File: src/rtl/lcd_print_arbiter_if.sv
// Request/print bus between the two requesters and the LCD print arbiter.
// The master side holds the requesters; the slave side is the arbiter and its LCD outputs.
interface lcd_print_arbiter_if;
    logic       req0;
    logic [7:0] val0;
    logic       req1;
    logic [7:0] val1;
    logic       ack0;
    logic       ack1;
    logic       busy;
    logic       overflow;
    logic       lcd_sign;
    logic [3:0] lcd_digit1;
    logic [3:0] lcd_digit2;
    logic       lcd_disable;

    modport master (
        output req0, val0, req1, val1,
        input  ack0, ack1, busy, overflow,
        input  lcd_sign, lcd_digit1, lcd_digit2, lcd_disable
    );

    modport slave (
        input  req0, val0, req1, val1,
        output ack0, ack1, busy, overflow,
        output lcd_sign, lcd_digit1, lcd_digit2, lcd_disable
    );
endinterface

File: src/rtl/lcd_print_arbiter.sv
// Two-requester arbiter for the signed two-digit LCD print path: grant, convert to sign+BCD, hold window.
// Build option: define LCD_ARB_FIXED_PRIORITY_EN to make req0 always win ties instead of round-robin.
module lcd_print_arbiter #(
    parameter int unsigned HOLD_CYCLES = 2500000,
    parameter int unsigned CNT_W       = 32
) (
    input logic                 clk,
    input logic                 rst_n,
    lcd_print_arbiter_if.slave  bus
);

    localparam int unsigned HOLD_EFF = (HOLD_CYCLES == 0) ? 1 : HOLD_CYCLES;
    localparam logic [CNT_W-1:0] HOLD_LAST = CNT_W'(HOLD_EFF - 1);

    typedef enum logic [1:0] {
        ST_IDLE,
        ST_CONVERT,
        ST_PRINT,
        ST_RELEASE
    } state_t;

    state_t            state;
    logic              first;
    logic [7:0]        val_q;
    logic              sign_q;
    logic              ovf_q;
    logic [6:0]        rem_q;
    logic [3:0]        tens_q;
    logic [CNT_W-1:0]  cnt_q;
    logic              last_grant;

    logic              ack0_q;
    logic              ack1_q;
    logic              busy_q;
    logic              overflow_q;
    logic              lcd_sign_q;
    logic [3:0]        lcd_digit1_q;
    logic [3:0]        lcd_digit2_q;
    logic              lcd_disable_q;

    logic              grant1;
    logic [7:0]        mag;

    // NOTE: every variable assigned in always_comb gets a default first, so no path can infer a latch.
    always_comb begin
        grant1 = 1'b0;
`ifdef LCD_ARB_FIXED_PRIORITY_EN
        grant1 = bus.req1 && !bus.req0;
`else
        // On a tie, the requester that did not win last time gets the path.
        grant1 = bus.req1 && (!bus.req0 || !last_grant);
`endif
    end

    // -128 has no positive 8-bit signed form; read as unsigned it is 128, which clamps anyway.
    assign mag = val_q[7] ? (~val_q + 8'd1) : val_q;

    // NOTE: sequential state uses non-blocking assignments so every register samples pre-edge values.
    always_ff @(posedge clk or negedge rst_n) begin
        if (!rst_n) begin
            state         <= ST_IDLE;
            first         <= 1'b0;
            val_q         <= 8'd0;
            sign_q        <= 1'b0;
            ovf_q         <= 1'b0;
            rem_q         <= 7'd0;
            tens_q        <= 4'd0;
            cnt_q         <= '0;
            last_grant    <= 1'b1;
            ack0_q        <= 1'b0;
            ack1_q        <= 1'b0;
            busy_q        <= 1'b0;
            overflow_q    <= 1'b0;
            lcd_sign_q    <= 1'b0;
            lcd_digit1_q  <= 4'd0;
            lcd_digit2_q  <= 4'd0;
            lcd_disable_q <= 1'b1;
        end else begin
            ack0_q <= 1'b0;
            ack1_q <= 1'b0;

            case (state)
                ST_IDLE: begin
                    lcd_disable_q <= 1'b1;
                    if (bus.req0 || bus.req1) begin
                        state      <= ST_CONVERT;
                        first      <= 1'b1;
                        busy_q     <= 1'b1;
                        ack0_q     <= !grant1;
                        ack1_q     <= grant1;
                        last_grant <= grant1;
                        val_q      <= grant1 ? bus.val1 : bus.val0;
                    end
                end

                ST_CONVERT: begin
                    if (first) begin
                        first  <= 1'b0;
                        sign_q <= val_q[7];
                        tens_q <= 4'd0;
                        if (mag > 8'd99) begin
                            rem_q <= 7'd99;
                            ovf_q <= 1'b1;
                        end else begin
                            rem_q <= mag[6:0];
                            ovf_q <= 1'b0;
                        end
                    end else if (rem_q >= 7'd10) begin
                        // Repeated subtraction: at most nine steps for a clamped magnitude.
                        rem_q  <= rem_q - 7'd10;
                        tens_q <= tens_q + 4'd1;
                    end else begin
                        lcd_sign_q    <= sign_q;
                        lcd_digit1_q  <= tens_q;
                        lcd_digit2_q  <= rem_q[3:0];
                        overflow_q    <= ovf_q;
                        lcd_disable_q <= 1'b0;
                        cnt_q         <= '0;
                        state         <= ST_PRINT;
                    end
                end

                ST_PRINT: begin
                    if (cnt_q == HOLD_LAST) begin
                        lcd_disable_q <= 1'b1;
                        state         <= ST_RELEASE;
                    end else begin
                        cnt_q <= cnt_q + 1'b1;
                    end
                end

                ST_RELEASE: begin
                    busy_q <= 1'b0;
                    state  <= ST_IDLE;
                end

                default: begin
                    state         <= ST_IDLE;
                    busy_q        <= 1'b0;
                    lcd_disable_q <= 1'b1;
                end
            endcase
        end
    end

    assign bus.ack0        = ack0_q;
    assign bus.ack1        = ack1_q;
    assign bus.busy        = busy_q;
    assign bus.overflow    = overflow_q;
    assign bus.lcd_sign    = lcd_sign_q;
    assign bus.lcd_digit1  = lcd_digit1_q;
    assign bus.lcd_digit2  = lcd_digit2_q;
    assign bus.lcd_disable = lcd_disable_q;

endmodule

File: src/flat_wrapper.sv
// flat-port wrapper written by rule: the top's interface ports become plain ports
module lcd_print_arbiter_flat 
#(
    parameter int unsigned HOLD_CYCLES = 2500000,
    parameter int unsigned CNT_W       = 32
)
  (clk, rst_n, bus_req0, bus_val0, bus_req1, bus_val1, bus_ack0, bus_ack1, bus_busy, bus_overflow, bus_lcd_sign, bus_lcd_digit1, bus_lcd_digit2, bus_lcd_disable);
  lcd_print_arbiter_if bus_i ();
  input logic clk;
  input logic rst_n;
  input wire logic [$bits(bus_i.req0)-1:0] bus_req0;
  input wire logic [$bits(bus_i.val0)-1:0] bus_val0;
  input wire logic [$bits(bus_i.req1)-1:0] bus_req1;
  input wire logic [$bits(bus_i.val1)-1:0] bus_val1;
  output wire logic [$bits(bus_i.ack0)-1:0] bus_ack0;
  output wire logic [$bits(bus_i.ack1)-1:0] bus_ack1;
  output wire logic [$bits(bus_i.busy)-1:0] bus_busy;
  output wire logic [$bits(bus_i.overflow)-1:0] bus_overflow;
  output wire logic [$bits(bus_i.lcd_sign)-1:0] bus_lcd_sign;
  output wire logic [$bits(bus_i.lcd_digit1)-1:0] bus_lcd_digit1;
  output wire logic [$bits(bus_i.lcd_digit2)-1:0] bus_lcd_digit2;
  output wire logic [$bits(bus_i.lcd_disable)-1:0] bus_lcd_disable;
  assign bus_i.req0 = bus_req0;
  assign bus_i.val0 = bus_val0;
  assign bus_i.req1 = bus_req1;
  assign bus_i.val1 = bus_val1;
  assign bus_ack0 = bus_i.ack0;
  assign bus_ack1 = bus_i.ack1;
  assign bus_busy = bus_i.busy;
  assign bus_overflow = bus_i.overflow;
  assign bus_lcd_sign = bus_i.lcd_sign;
  assign bus_lcd_digit1 = bus_i.lcd_digit1;
  assign bus_lcd_digit2 = bus_i.lcd_digit2;
  assign bus_lcd_disable = bus_i.lcd_disable;
  lcd_print_arbiter #(.HOLD_CYCLES(HOLD_CYCLES), .CNT_W(CNT_W)) u_core (.clk(clk), .rst_n(rst_n), .bus(bus_i));
endmodule
File: config.mk
export PLATFORM = sky130hd
export DESIGN_NAME = lcd_print_arbiter_flat
export DESIGN_NICKNAME = d
export VERILOG_FILES = /design/src/rtl/lcd_print_arbiter_if.sv /design/src/rtl/lcd_print_arbiter.sv /design/src/flat_wrapper.sv
export SDC_FILE = /design/constraint.sdc
export NUM_CORES = 1
export LEC_CHECK = 0
export CAP_MARGIN = 5
export CORE_MARGIN = 10
export CORE_UTILIZATION = 35
export DETAILED_ROUTE_END_ITERATION = 16
export HOLD_SLACK_MARGIN = 0.15
export PLACE_DENSITY = 0.58
export SKIP_CTS_REPAIR_TIMING = 1
export SLEW_MARGIN = 20
export SYNTH_ARGS = -nofsm -noshare
export SYNTH_HDL_FRONTEND = slang
export SYNTH_SLANG_ARGS = --single-unit
export TNS_END_PERCENT = 10
File: constraint.sdc
create_clock -name clk -period 2.9 [get_ports clk]
set_clock_uncertainty 0.2 [all_clocks]
set_input_delay 0.58 -clock clk [delete_from_list [all_inputs] [get_ports clk]]
set_output_delay 0.58 -clock clk [all_outputs]
set_load 0.005 [all_outputs]
# Word level (Yosys, flattened, before mapping)
# Index checks and enable logic that the tools add are counted.
# W data, S select, Z words.
# classes
eq_ne	9
magnitude_cmp	2
n_addsub	4
n_bitwise	3
muxes	28
reduce_logical	21
# op_table
operator	count
$mux W32	3
$pmux W32 S2	1
$add A32 B1 Y32 const B	1
$eq A32 B22 Y1 const B	1
$mux W7	3
$mux W8	2
$reduce_and A4 Y1	3
$reduce_and A2 Y1	5
$mux W1	9
$add A8 B1 Y8 const B	1
$gt A8 B7 Y1 const B	1
$mux W2	4
$mux W4	2
$not A8 Y8	1
$pmux W2 S4	1
$reduce_bool A2 Y1	4
$ge A7 B4 Y1 const B	1
$sub A7 B4 Y7 const B	1
$ne A2 B2 Y1 const B	3
$add A4 B1 Y4 const B	1
$eq A2 B2 Y1 const B	2
$ne A2 B1 Y1 const B	2
$pmux W1 S2	2
$logic_not A1 Y1	3
8 further kinds	10
# word_totals
out_inout_bits	14
regBits	71
input_bits	20

# Logic depth before layout (Yosys ltp)
# depth
depth_word	6
mapped_depth	10
mapped_depth_nobuf	7

# Worst setup path before layout
# Ideal clock, no wire load.
# synth_timing
path_kind	reg-to-reg
from	register u_core.rem_q[1]
to	register u_core.state[1]
period_less_slack_ns	2.568
slack_ns	0.332
arrival_ns	2.243
path_stages_with_launch	10
n_path_buf	2
path_cell_list	dfrtp_1 -> inv_1 -> ha_1 -> nor2b_1 -> or4b_4 -> o21a_1 -> buf_2 -> buf_6 -> a211oi_1 -> mux2_2
# synth_via
elab_chain_len	3
# synth_lines
item	line_no	source
from (decl)	lcd_print_arbiter.sv:27	logic [6:0] rem_q;
from (signal assigned)	lcd_print_arbiter.sv:105	rem_q <= mag[6:0];
from (signal assigned)	lcd_print_arbiter.sv:110	rem_q <= rem_q - 7'd10;
$ge A7 B4 Y1	lcd_print_arbiter.sv:108	end else if (rem_q >= 7'd10) begin
$ne A2 B2 Y1 (no source line)	-	
$reduce_and A4 Y1 (no source line)	-	
to (signal assigned)	lcd_print_arbiter.sv:119	state <= ST_PRINT;
to (signal assigned)	lcd_print_arbiter.sv:126	state <= ST_RELEASE;
to (signal assigned)	lcd_print_arbiter.sv:134	state <= ST_IDLE;
to (decl)	lcd_print_arbiter.sv:22	state_t state;
# No other way between the ends.
# A chain may end at the register's enable or synchronous reset.

# Worst setup path in the final report
# Ends and elaborated chain as after synthesis.

==> metrics.md <==
| Metric | Value |
|---|---|
| Status | finished clean |
| Final setup vio count | 0 |
| Cell at the root of the clock tree | clkbuf_16 |
| Power per standard cell area | 948.3 nW/um^2 |
| Cell Chain, Critical Path | inv_1 -> ha_2 -> nor2b_1 -> or4b_4 -> o21a_1 -> buf_12 -> a211oi_1 -> mux2_2 |
| Vias in the first global route | 3523 |
| Skew-Pair Late Insertion Delay | around 0.34 ns |
| Starting density of the core | 35.73% |
| Synth area leader | dfrtp_1 |
| Layout cells sized above 1 | around a tenth |
| Count of cell types in the netlist | 55 |
| Type of origin of the critical path | register |
| Unrepaired setup endpoints after global routing | false |
| Drt pass-1 iters | 5 |
| CTS tree | built |
| Min Tclk post-route | approximately 2.8 ns |
| Core Footprint | approximately 11000 sq um |
| Crit-path slowest cell | or4b_4 |
| Worst path max stage delay | ~0.59 ns |
| Max cap viols | 0 |
| DRT iter0 DRCs | between 200 and 300 |
| Power Total | around 4.7 mW |
| Overflow after GRT | 0 |
| GRT Overall Usage | about an eighth |
| Syn Nets | roughly 480 |
| Hold_ws | between 0.2 and 0.3 ns |
| Synth Warn # | 0 |
| Mean post-synth cell area | slightly above 9 sq um |
| Die W | 127.7 um |
| N_diodes | 0 |
| Layout net count | 512 |
| Yosys reg bits | 71 |
| CP required | ~3 ns |
| CTS max path bufs | 2 |
| Die Y | 127.7 um |
| Yosys top cell area share | between 40% and 50% |
| Worst VDD drop | 0.4607 mV |
| Gate Count Post-Synth | 447 |
| IO Pins | 34 |
| CP Max Fanout | 55 |
| Number of clock sinks | 71 |
| GP Congestion | slightly below 0.9 |
| Routed Antenna Nets | 0 |
| DP HPWL | between 7000 and 8000 um |
| Vias per cell | 5.802 |
| Inserted Clock Buffers | 9 |
| Synth area leaders | dfrtp_1 (43%), a21oi_1 (4.2%), nand2_1 (3.7%), nand4_1 (3.4%), o31ai_1 (2.8%) |
| Multi-input combinational cell area | roughly 2100 sq um |
| Register area | 1780 sq um |
| Largest net degree at the start of global routing | 56 |
| Seq/Total Area, Yosys | 43.79% |
| Fillcell total | 1105 |
| Worst slew pin tran | about 0.73 ns |
| First-pass GRT wire length | roughly 18000 um |
| Max-slew headroom at the worst pin | around half |
| Initial antenna violation count | 0 |
| Critical Path AT | between 2 and 3 ns |
| Dpl cell area | 4608 sq um |
| DRC Markers | 0 |
| Crit share post-route | 96.18% |
| F_max | 358.5 MHz |
| Worst Hold Class | reg -> reg |
| Syn Std Cell Area | 4063 sq um |
| Synth async-reset ratio | 100.0% |
| Area grow syn2layout | 22.24% |
| Die area | between 15000 and 20000 sq um |
| Clock transition at path regs | approximately 0.050 ns |
| H-tree depth | 3 |
| Predominant post-synthesis flop cell | dfrtp_1 |
| Crit Path Category | reg -> reg |
| Via count | 3661 |
| Pins Over Slew Limit | 0 |
| Setup_tns | 0 ns |
| Design area | a little under 5000 sq um |
| Wire per inst | 16.33 um |
| Post-synth EDFFs | 0 |
| Pleak | approximately 2.1 nW |
| Util after Layout | a little over two fifths |
| Setup crit end kind | register |
| Fin. Hold Viols | 0 |
| Buffers on Ports | 33 |
| Final WL | 10300 um |
| Placement row count | 39 |
## registers in the layout (all words and copies together) (netlist names)
name	cells
u_core.bus.ack0	1
u_core.ovf_q	1
u_core.bus.lcd_disable	1
u_core.bus.busy	1
u_core.tens_q	4
u_core.bus.lcd_digit1	4
u_core.val_q	8
u_core.first	1
u_core.bus.overflow	1
u_core.bus.lcd_sign	1
u_core.state	2
u_core.cnt_q	32
u_core.rem_q	7
u_core.sign_q	1
u_core.last_grant	1
u_core.bus.lcd_digit2	4
u_core.bus.ack1	1
## worst paths after layout
| path | from | endpoint | slack [ns] | depth (start not counted) |
|---|---|---|---|---|
| min | u_core.bus.lcd_digit2[1]$_DFFE_PN0P_ | u_core.bus.lcd_digit2[1]$_DFFE_PN0P_ | 0.28 | 2 |
| max reg2reg | u_core.rem_q[1]$_DFFE_PN0P_ | u_core.state[1]$_DFFE_PN0P_ | 0.11 | 8 |
| min in group asynchronous | rst_n | u_core.cnt_q[19]$_DFFE_PN0P_ | 0.58 | 2 |
| max in group asynchronous | rst_n | u_core.rem_q[5]$_DFFE_PN0P_ | 1.36 | 3 |
| max | u_core.rem_q[1]$_DFFE_PN0P_ | u_core.state[1]$_DFFE_PN0P_ | 0.11 | 8 |
| min reg2reg | u_core.bus.lcd_digit2[1]$_DFFE_PN0P_ | u_core.bus.lcd_digit2[1]$_DFFE_PN0P_ | 0.28 | 2 |
## cells in the final DEF, fill, tap and decap left out, types with 3 or more instances in the layout
cell	synthesis	final
or2_2	3	3
inv_1	28	28
o21ai_0	20	20
nand2_1	40	40
and3_1	4	4
or4_1	15	15
nand4_1	22	22
mux2_2	4	4
nor2_1	14	14
nand2b_1	5	5
o31ai_1	15	15
ha_1	8	7
o22ai_1	4	4
nor2b_1	6	6
a222oi_1	8	8
nor3_1	10	10
nand3_1	15	15
and2_1	3	3
nor4_1	15	15
nor3b_1	4	4
a21boi_0	3	3
a21o_1	4	4
or3_1	7	7
buf_4	0	16
o21bai_1	4	4
clkbuf_16	0	9
dfrtp_1	69	68
o211ai_1	4	4
a31oi_1	3	3
clkdlybuf4s50_1	0	32
a21oi_1	34	33
buf_12	0	3
mux2i_1	11	11
nor4b_1	5	5
and4_1	5	5
## worst max-delay path: cells and delay by family (launching register included)
family	cells	cell delay, ns
compound gates	2	0.50
fa+ha+maj	1	0.19
flops	1	0.44
mux	1	0.38
simple gates	2	0.66
buf+inv	2	0.27
## routing by layer
| layer | vias to the layer above | GRT usage [%] | wire [um] | share of wire (%) |
|---|---|---|---|---|
| met1 | 1770 | 17.41 | 4959 | 48 |
| met3 | 16 | 3.391 | 527 | 5.1 |
| li1 | 1770 | - | - | - |
| met2 | 105 | 19.15 | 4609 | 45 |
| met5 | - | 0 | 0 | 0 |
| met4 | 0 | 6.291 | 207 | 2.0 |
## report_power, final
part           leakage (nW)  switching [mW]  internal (mW)  total [mW]
combinational         0.988            1.01          0.892        1.90
clock                 0.155           0.410          0.768        1.18
sequential            0.916           0.331           1.30        1.63
total                  2.06            1.75           2.96        4.71
## through the flow
step	worst slack, ns	std cells
finish	0.1108	631
global route	0.004055	631
CTS	0.1078	626
detailed placement	0.1112	611
global placement	0.2109	611
floorplan	0.3320	447
## cell families after synthesis
logic type / count (synthesis) / synth area share, %
muxes: 15 / 3.819
xor gates and xnor gates: 3 / 0.6469
buffers and inverters: 55 / 5.328
adders and majority gates: 8 / 2.464
and+or+nand+nor: 175 / 24.33
DFF: 71 / 43.79
AOI/OAI and AO/OA: 120 / 19.62
## layout make-up
type | instances | share of cell area, %
well taps | 143 | 3.603
repair buffers | 53 | 10.38
flip-flops and latches | 71 | 35.85
multi-input cells | 321 | 41.75
inverters | 28 | 2.116
clock inverters | 4 | 1.411
clock buffers | 11 | 4.888
## cells in the mapped netlist (5+ instances only)
master    instances
o31ai_1          15
and4_1            5
o21ai_0          20
a21oi_1          34
nand2_1          40
nor3_1           10
or4_1            15
nor4_1           15
nor2_1           14
a222oi_1          8
dfrtp_1          69
nand2b_1          5
mux2i_1          11
inv_1            28
nand4_1          22
clkbuf_1         24
nand3_1          15
nor4b_1           5
nor2b_1           6
ha_1              8
or3_1             7
(Power assumes the default switching activity.)
